==> config.mk <==
export PLATFORM = sky130hd
export DESIGN_NAME = fetch_queue_flat
export DESIGN_NICKNAME = d
export VERILOG_FILES = /design/src/rtl/fetch_queue_if.sv /design/src/rtl/fetch_queue.sv /design/src/flat_wrapper.sv
export SDC_FILE = /design/constraint.sdc
export NUM_CORES = 1
export LEC_CHECK = 0
export BUFFER_PORTS_ARGS = -buffer_cell sky130_fd_sc_hd__buf_2
export CORE_ASPECT_RATIO = 0.6
export CORE_MARGIN = 5
export CORE_UTILIZATION = 25
export DETAILED_ROUTE_END_ITERATION = 10
export PLACE_DENSITY = 0.44
export SLEW_MARGIN = 5
export SYNTH_ARGS = -nofsm -noshare
export SYNTH_HDL_FRONTEND = slang
export SYNTH_SLANG_ARGS = --single-unit
==> constraint.sdc <==
create_clock -name clk -period 2.8 [get_ports clk]
set_input_delay 0.56 -clock clk [delete_from_list [all_inputs] [get_ports clk]]
set_output_delay 0.56 -clock clk [all_outputs]
set_load 0.02 [all_outputs]
==> src/rtl/fetch_queue_if.sv <==
// Handshake bundle between the fetch stage, the fetch queue and decode.
// The queue connects through the slave modport; the fetch/decode side
// (or a testbench) uses the master modport.
interface fetch_queue_if #(
    parameter int DEPTH = 4,
    parameter int AW    = 30,
    parameter int IW    = 32
);
    localparam int CW = $clog2(DEPTH) + 1;

    // Fetch side
    logic          flush;
    logic          in_valid;
    logic [AW-1:0] in_pc;
    logic [IW-1:0] in_inst;
    logic          in_ready;
    logic          fetch_en;

    // Decode side
    logic          out_valid;
    logic [AW-1:0] out_pc;
    logic [IW-1:0] out_inst;
    logic          out_ready;

    // Status
    logic [CW-1:0] count;
    logic          ovf_err;

    modport slave (
        input  flush, in_valid, in_pc, in_inst, out_ready,
        output in_ready, fetch_en, out_valid, out_pc, out_inst, count, ovf_err
    );

    modport master (
        output flush, in_valid, in_pc, in_inst, out_ready,
        input  in_ready, fetch_en, out_valid, out_pc, out_inst, count, ovf_err
    );
endinterface

==> src/rtl/fetch_queue.sv <==
// Instruction fetch queue: a small circular buffer of {pc, inst} pairs that
// decouples instruction memory returns from decode. fetch_en throttles the
// fetch stage one entry early so a memory return already in flight always
// has a slot. A flush (taken jump) empties the queue and discards the next
// cycle's return, which belongs to the wrong path.
module fetch_queue #(
    parameter int DEPTH = 4,
    parameter int AW    = 30,
    parameter int IW    = 32
) (
    input  logic          clk,
    input  logic          rst,
    fetch_queue_if.slave  bus
);
    localparam int PW = $clog2(DEPTH);
    localparam int CW = PW + 1;

    localparam logic [CW-1:0] FULL_CNT   = CW'(DEPTH);
    localparam logic [CW-1:0] FETCH_MAX  = CW'(DEPTH - 2);

    typedef struct packed {
        logic [AW-1:0] pc;
        logic [IW-1:0] inst;
    } entry_t;

    entry_t        mem [DEPTH];
    logic [PW-1:0] wr_ptr;
    logic [PW-1:0] rd_ptr;
    logic [CW-1:0] count_q;
    logic          drop_q;
    logic          ovf_q;

    logic full;
    logic empty;
    logic push;
    logic pop;

    assign full  = (count_q == FULL_CNT);
    assign empty = (count_q == '0);

    // A push is never enabled by a same-cycle pop: in_ready looks only at
    // the registered occupancy, which keeps in_ready free of out_ready.
    assign push = bus.in_valid & ~full & ~bus.flush & ~drop_q;
    assign pop  = ~empty & bus.out_ready & ~bus.flush;

    // Pointer, occupancy and drop bookkeeping.
    // NOTE: sequential state uses non-blocking assignments so every register
    // samples the pre-edge values of the others, independent of block order.
    always_ff @(posedge clk or posedge rst) begin
        if (rst) begin
            wr_ptr  <= '0;
            rd_ptr  <= '0;
            count_q <= '0;
            drop_q  <= 1'b0;
        end else if (bus.flush) begin
            wr_ptr  <= '0;
            rd_ptr  <= '0;
            count_q <= '0;
            drop_q  <= 1'b1;
        end else begin
            drop_q <= 1'b0;
            if (push) wr_ptr <= wr_ptr + PW'(1);
            if (pop)  rd_ptr <= rd_ptr + PW'(1);
            case ({push, pop})
                2'b10:   count_q <= count_q + CW'(1);
                2'b01:   count_q <= count_q - CW'(1);
                default: count_q <= count_q;
            endcase
        end
    end

    // Sticky overflow flag: a valid return that found the queue full.
    // Returns discarded by drop are wrong-path and do not count.
    always_ff @(posedge clk or posedge rst) begin
        if (rst) begin
            ovf_q <= 1'b0;
        end else if (bus.in_valid && full && !drop_q) begin
            ovf_q <= 1'b1;
        end
    end

    // Entry storage; written on push only, never cleared.
    // NOTE: the storage array has no reset -- visibility is governed by
    // count/pointers, so stale entries are never exposed and the array
    // can map to plain RAM or flops without a reset tree.
    always_ff @(posedge clk) begin
        if (push) begin
            mem[wr_ptr] <= '{pc: bus.in_pc, inst: bus.in_inst};
        end
    end

    assign bus.in_ready  = ~full;
    assign bus.out_valid = ~empty;
    assign bus.out_pc    = empty ? '0 : mem[rd_ptr].pc;
    assign bus.out_inst  = empty ? '0 : mem[rd_ptr].inst;
    assign bus.fetch_en  = ~rst & (count_q <= FETCH_MAX);
    assign bus.count     = count_q;
    assign bus.ovf_err   = ovf_q;
endmodule

==> src/flat_wrapper.sv <==
// flat-port wrapper written by rule: the top's interface ports become plain ports
module fetch_queue_flat 
#(
    parameter int DEPTH = 4,
    parameter int AW    = 30,
    parameter int IW    = 32
)
  (clk, rst, bus_flush, bus_in_valid, bus_in_pc, bus_in_inst, bus_out_ready, bus_in_ready, bus_fetch_en, bus_out_valid, bus_out_pc, bus_out_inst, bus_count, bus_ovf_err);
  fetch_queue_if #(.DEPTH(DEPTH), .AW(AW), .IW(IW)) bus_i ();
  input  logic clk;
  input  logic rst;
  input wire logic [$bits(bus_i.flush)-1:0] bus_flush;
  input wire logic [$bits(bus_i.in_valid)-1:0] bus_in_valid;
  input wire logic [$bits(bus_i.in_pc)-1:0] bus_in_pc;
  input wire logic [$bits(bus_i.in_inst)-1:0] bus_in_inst;
  input wire logic [$bits(bus_i.out_ready)-1:0] bus_out_ready;
  output wire logic [$bits(bus_i.in_ready)-1:0] bus_in_ready;
  output wire logic [$bits(bus_i.fetch_en)-1:0] bus_fetch_en;
  output wire logic [$bits(bus_i.out_valid)-1:0] bus_out_valid;
  output wire logic [$bits(bus_i.out_pc)-1:0] bus_out_pc;
  output wire logic [$bits(bus_i.out_inst)-1:0] bus_out_inst;
  output wire logic [$bits(bus_i.count)-1:0] bus_count;
  output wire logic [$bits(bus_i.ovf_err)-1:0] bus_ovf_err;
  assign bus_i.flush = bus_flush;
  assign bus_i.in_valid = bus_in_valid;
  assign bus_i.in_pc = bus_in_pc;
  assign bus_i.in_inst = bus_in_inst;
  assign bus_i.out_ready = bus_out_ready;
  assign bus_in_ready = bus_i.in_ready;
  assign bus_fetch_en = bus_i.fetch_en;
  assign bus_out_valid = bus_i.out_valid;
  assign bus_out_pc = bus_i.out_pc;
  assign bus_out_inst = bus_i.out_inst;
  assign bus_count = bus_i.count;
  assign bus_ovf_err = bus_i.ovf_err;
  fetch_queue #(.DEPTH(DEPTH), .AW(AW), .IW(IW)) u_core (.clk(clk), .rst(rst), .bus(bus_i));
endmodule
==> results.json, run 1 <==
{
  "grt_antenna_before_repair": 1,
  "power_switching_w": 0.00333,
  "drv_cap": 0,
  "finalClockSkew_ns": 0.0143,
  "place_ws_ns": 0.263,
  "path_buf_inv": 3,
  "power_density_nw_per_um2": 896,
  "rsz0062_at_grt": "true",
  "status": "complete, no violations",
  "core_area_um2": 39200,
  "crit_required_ns": 2.24,
  "seq_power_share": 0.382,
  "power.leakage_nw": 4.37,
  "syn_area_um2": 9950,
  "root_buffer": "clkbuf_16",
  "row_count": 56,
  "insertion_delay_ns": 0.54,
  "hp-class": "in -> reg",
  "endpoint_kind": "primary output",
  "crit_type": "reg -> out",
  "path_delay_family": "flip-flops",
  "dieArea_um2": 44000,
  "grt_pass1_wl_mm": 34.1,
  "fin_cells": 1167,
  "finalHoldViolations": 0,
  "p_sw_frac": 0.289,
  "crit_chain": "buf_12 > buf_8 > mux4_2 > and2_1 > buf_2",
  "combPwrFrac": 0.301,
  "syn_to_final_growth_pct": 29.3,
  "cts_sinks": 257,
  "fin_ws_ns": 0.0381,
  "stdcell_area_um2": 12900,
  "initialDrtViolationCount": 406,
  "cp.arrival_ns": 2.20,
  "ant_nets": 0,
  "synth.distinct_cells": 33,
  "synth_nets": 529,
  "ir_worst_vdd_v": 0.000424,
  "crit_slowest_cell": "dfrtp_4",
  "hpwl_mm": 13.9,
  "place_area_um2": 11400,
  "clock_power_share": 0.317,
  "n_antenna_cell": 0,
  "fin_util": 0.329,
  "drtPass1Iterations": 4,
  "grt_pass1_vias": 5474,
  "start_util": 0.254,
  "post_route_cells_drive_above_1_share": 0.476,
  "async_flop_share": 0.0350,
  "overflow": 0,
  "vias_per_cell": 4.23,
  "htreeDepth": 1,
  "path_max_fanout": 5,
  "final-seq-area_um2": 7680,
  "synth_cells": 457,
  "route.vias.total": 4936,
  "worst_pin_slew_ns": 0.492,
  "post-route-period-util": 0.986,
  "ys_seq_area_frac": 0.771,
  "setup_viol": 0,
  "max_stage_delay_ns": 0.51,
  "start_kind": "flop",
  "track_usage": 0.102,
  "ios": 136,
  "nFillCells": 3745,
  "die_w_um": 268,
  "crit_start": "u_core.rd_ptr[0]",
  "die-height_um": 165,
  "cts_buffers": 27,
  "route.detailed.drc": 0,
  "routed_wl_mm": 23.9,
  "wl_per_cell_um": 20.5,
  "final_max_slew_viol_count": 0,
  "syn_area_per_cell_um2": 21.8,
  "yosys_warnings": 0,
  "post-place-cells": 1105,
  "hold_start": "bus_in_pc[16]",
  "ys_seq_elements": 257,
  "fmax_mhz": 362,
  "gp_congestion": 0.703,
  "synth_flop_cell": "edfxtp_1",
  "multi_input_area_um2": 2230,
  "power.internal_w": 0.00820,
  "layout_min_cycle_time_ns": 2.76,
  "clock_path_buffers": 3,
  "rr_startpoint": "u_core.bus.count[0]",
  "synth_edf_count": 248,
  "max_slew_margin": 0.672,
  "grt_max_degree": 49,
  "path_clk_slew_ns": 0.06,
  "portBuffers": 135,
  "cts_tree": "built",
  "finalNetCount": 696
}
## power groups by stage
stage               registers (W)  logic (W)  clock network, W
finish                    0.00441    0.00347           0.00365
global route              0.00442    0.00374           0.00395
CTS                       0.00442    0.00289           0.00380
detailed placement        0.00448    0.00276                 0
global placement          0.00447    0.00274                 0
floorplan                 0.00447    0.00178                 0
## metrics by stage
stage          setup TNS [ns]  hold slack (ns)  power [W]
2_1_floorplan               0            0.388    0.00624
3_3_place_gp                0            0.458    0.00721
3_5_place_dp                0            0.462    0.00724
4_1_cts                -0.297            0.185     0.0111
5_1_grt                -0.817            0.192     0.0121
6_report                    0            0.228     0.0115
## worst paths after layout
kind / to / slack, ns / cells past startpoint
max: bus_out_pc[7] / 0.04 / 5
min: u_core.mem[1][48] / 0.23 / 1
max reg2reg: u_core.bus.count[1] / 0.45 / 6
min reg2reg: u_core.bus.ovf_err / 0.48 / 1
max in group asynchronous: u_core.rd_ptr[1] / 1.91 / 3
min in group asynchronous: u_core.wr_ptr[1] / 0.58 / 3
## sequential cells by signal (all words and copies together), names as in the netlist
register            cells
u_core.mem            248
u_core.bus.count        3
u_core.rd_ptr           2
u_core.wr_ptr           2
u_core.bus.ovf_err      1
u_core.drop_q           1
## layer usage
layer	track usage	wire, um	vias up
li1	-	-	2194
met1	0.126	9960	2583
met2	0.181	12200	121
met3	0.0284	1210	36
met4	0.0248	566	2
met5	0	13	-
## logic make-up (layout without fill, tap and decap cells)
kind of cell | after synthesis | count (layout) | share of synthesized area
compound gates | 12 | 12 | 0.00980
xor+xnor | 3 | 3 | 0.00264
fa+ha+maj | 5 | 5 | 0.00704
buf+inv | 28 | 216 | 0.0142
flops | 257 | 257 | 0.771
mux | 64 | 64 | 0.143
simple gates | 88 | 88 | 0.0530
## cells in the mapped netlist (all sizes together) (3+ instances only)
| library cell | count | area share |
|---|---|---|
| and2 | 66 | 0.041 |
| buf | 11 | 0.0078 |
| clkbuf | 13 | 0.0049 |
| dfrtp | 9 | 0.023 |
| edfxtp | 248 | 0.75 |
| ha | 4 | 0.0050 |
| inv | 4 | 0.0015 |
| mux4 | 62 | 0.14 |
| nand2 | 3 | 0.0011 |
| nand3 | 4 | 0.0020 |
| nor2 | 6 | 0.0023 |
| nor2b | 3 | 0.0019 |
| o21ai | 4 | 0.0024 |
## layout make-up
type,instances,area share
Sequential cell,257,0.597
Multi-Input combinational cell,172,0.173
Timing Repair Buffer,162,0.107
Clock buffer,32,0.0539
Tap cell,522,0.0507
Clock inverter,18,0.0168
Inverter,4,0.00117
## worst reg2reg max path: cells and delay by family (launching register included)
kind            cells  cell delay (ns)
flops               1             0.47
mux                 1             0.29
fa+ha+maj           1             0.43
compound gates      1             0.12
simple gates        3             0.93
## what timing repair did
| item | in CTS | in global routing |
|---|---|---|
| hold buffers | 1 | 0 |
| endpoints found under the setup margin | 46 | 62 |
| hold endpoints to repair | 9 | 0 |
| setup buffers | 0 | 3 |
| pin swaps | 0 | 1 |
| cloned | 1 | 7 |
| gates resized for setup | 16 | 84 |
## layout by cell type, fill, tap and decap left out, types with 5 or more instances in the layout
master     synthesis  routed
and2_1            66      33
edfxtp_1         248     248
mux4_2            62      62
clkbuf_1          13       5
buf_2              2     106
nor2_1             6       6
buf_6              0      29
and2_4             0      33
dfrtp_1            9       5
clkbuf_16          0      31
buf_12             0      14
Power figures use the tool's default switching activity.
==> inputs of run 2 (changes only) <==
CELL_PAD_IN_SITES_DETAIL_PLACEMENT = 1   (was default)
CELL_PAD_IN_SITES_GLOBAL_PLACEMENT = 1   (was default)
PLACE_DENSITY = 0.48   (was 0.44)
==> results.json, run 2 (same netlist as run 1, synthesis figures left out) <==
{
  "status": "complete, no violations",
  "start_kind": "flop",
  "overflow": 0,
  "drtPass1Iterations": 4,
  "die-height_um": 165,
  "whs_endpoint": "u_core.mem[3][44]",
  "ir_worst_vdd_v": 0.000399,
  "cts_buffers": 27,
  "htreeDepth": 1,
  "post-route-period-util": 0.983,
  "hp-class": "in -> reg",
  "fin_ws_ns": 0.0462,
  "max_slew_margin": 0.729,
  "hold_slack_ns": 0.222,
  "cts_sinks": 257,
  "grt_pass1_vias": 5512,
  "final_max_slew_viol_count": 0,
  "finalClockSkew_ns": 0.00939,
  "dieArea_um2": 44000,
  "layout_min_cycle_time_ns": 2.75,
  "regMostFlops": "u_core.mem",
  "start_util": 0.254,
  "cts_tree": "built",
  "grt_antenna_before_repair": 2,
  "power_density_nw_per_um2": 884,
  "crit_type": "reg -> out",
  "wl_per_cell_um": 21.1,
  "die_w_um": 268,
  "vias_per_cell": 4.29,
  "route.vias.total": 5056,
  "layout_common_cells": "edfxtp_1 (248), buf_2 (109), mux4_2 (62)",
  "endpoint_kind": "primary output",
  "finalNetCount": 709,
  "gp_congestion": 0.678,
  "setup_viol": 0,
  "worst_r2r_endpoint": "u_core.bus.count[1]",
  "worst_pin_slew_ns": 0.407,
  "crit_required_ns": 2.24,
  "finalHoldViolations": 0,
  "power_w": 0.0113,
  "r2r_slack_ns": 0.44,
  "rr_startpoint": "u_core.bus.count[0]",
  "track_usage": 0.105,
  "clock_path_buffers": 3,
  "route.detailed.drc": 0,
  "largest_reg_flops": 248,
  "final_common_cell": "edfxtp_1",
  "place_ws_ns": 0.287,
  "grt_max_degree": 26,
  "row_count": 56,
  "hpwl_mm": 15.0,
  "fmax_mhz": 363,
  "hold_start": "bus_in_pc[12]",
  "ios": 136,
  "initialDrtViolationCount": 254,
  "path_max_fanout": 6,
  "power.leakage_nw": 4.39,
  "reg2reg_depth": 6,
  "n_antenna_cell": 0,
  "path_clk_slew_ns": 0.06,
  "routed_wl_mm": 24.9,
  "worstHoldPathCells": 1,
  "post_route_cells_drive_above_1_share": 0.473,
  "root_buffer": "clkbuf_16",
  "core_area_um2": 39200,
  "syn_to_final_growth_pct": 28.6,
  "ant_nets": 0,
  "cp.arrival_ns": 2.19,
  "insertion_delay_ns": 0.55,
  "grt_pass1_wl_mm": 35.2,
  "rsz0062_at_grt": "true",
  "drv_cap": 0,
  "portBuffers": 135
}
## run 2: changes by cell type in the layout (fill, tap and decap cells not counted), sizes merged
cell | before | now
buf | 157 | 169
clkbuf | 36 | 41
bufinv | 4 | 2
clkinv | 10 | 8
inv | 7 | 6
## run 2: timing repair
action                                  CTS  global route
cloned                                    1             8
gates resized for setup                   6            77
endpoints found under the setup margin   62            50
hold endpoints to repair                  9             0
hold buffers                              1             0
buffers inserted                          1             8
## run 2: critical path, stage by stage, from the launching register on
cell and delay (ns):
dfrtp_4 0.47, buf_12 0.16, buf_6 0.17, mux4_2 0.50
and2_1 0.17, buf_2 0.16
## run 2: through the flow
stage	util	cells	TNS, ns	instance area, um^2
after global routing	0.327	1179	-0.633	12800
after detailed placement	0.291	1111	0	11400
final	0.327	1179	0	12800
after floorplan	-	457	0	9960
after CTS	0.315	1163	-1.98	12300
after global placement	0.291	1111	0	11400
## run 2: routing by layer
metal | routed length (um) | global-route usage
met5 | 21 | 0
met4 | 450 | 0.0220
met3 | 1030 | 0.0262
met2 | 12100 | 0.182
met1 | 11300 | 0.136
## run 2: how the worst max path moves through the flow
stage	from	to	depth (start not counted)
final	u_core.rd_ptr[0]	bus_out_pc[1]	5
after detailed placement	bus_flush	u_core.bus.count[1]	7
after CTS	u_core.rd_ptr[0]	bus_out_pc[24]	4
after floorplan	u_core.bus.count[0]	u_core.mem[0][0]	4
after global routing	u_core.rd_ptr[0]	bus_out_pc[25]	5
after global placement	bus_flush	u_core.bus.count[1]	7
## run 2: cell type report
type	instances	area, um^2
clock inverters	13	138
multi-input cells	172	2220
flip-flops and latches	257	7680
inverters	4	15.0
clock buffers	36	709
well taps	522	653
repair buffers	175	1380
fillers	3904	26400
## run 2: report_power, final
| group | internal [W] | switching, W |
|---|---|---|
| Clock | 0.00198 | 0.00146 |
| Combinational | 0.00167 | 0.00181 |
| Sequential | 0.00433 | 0.0000702 |
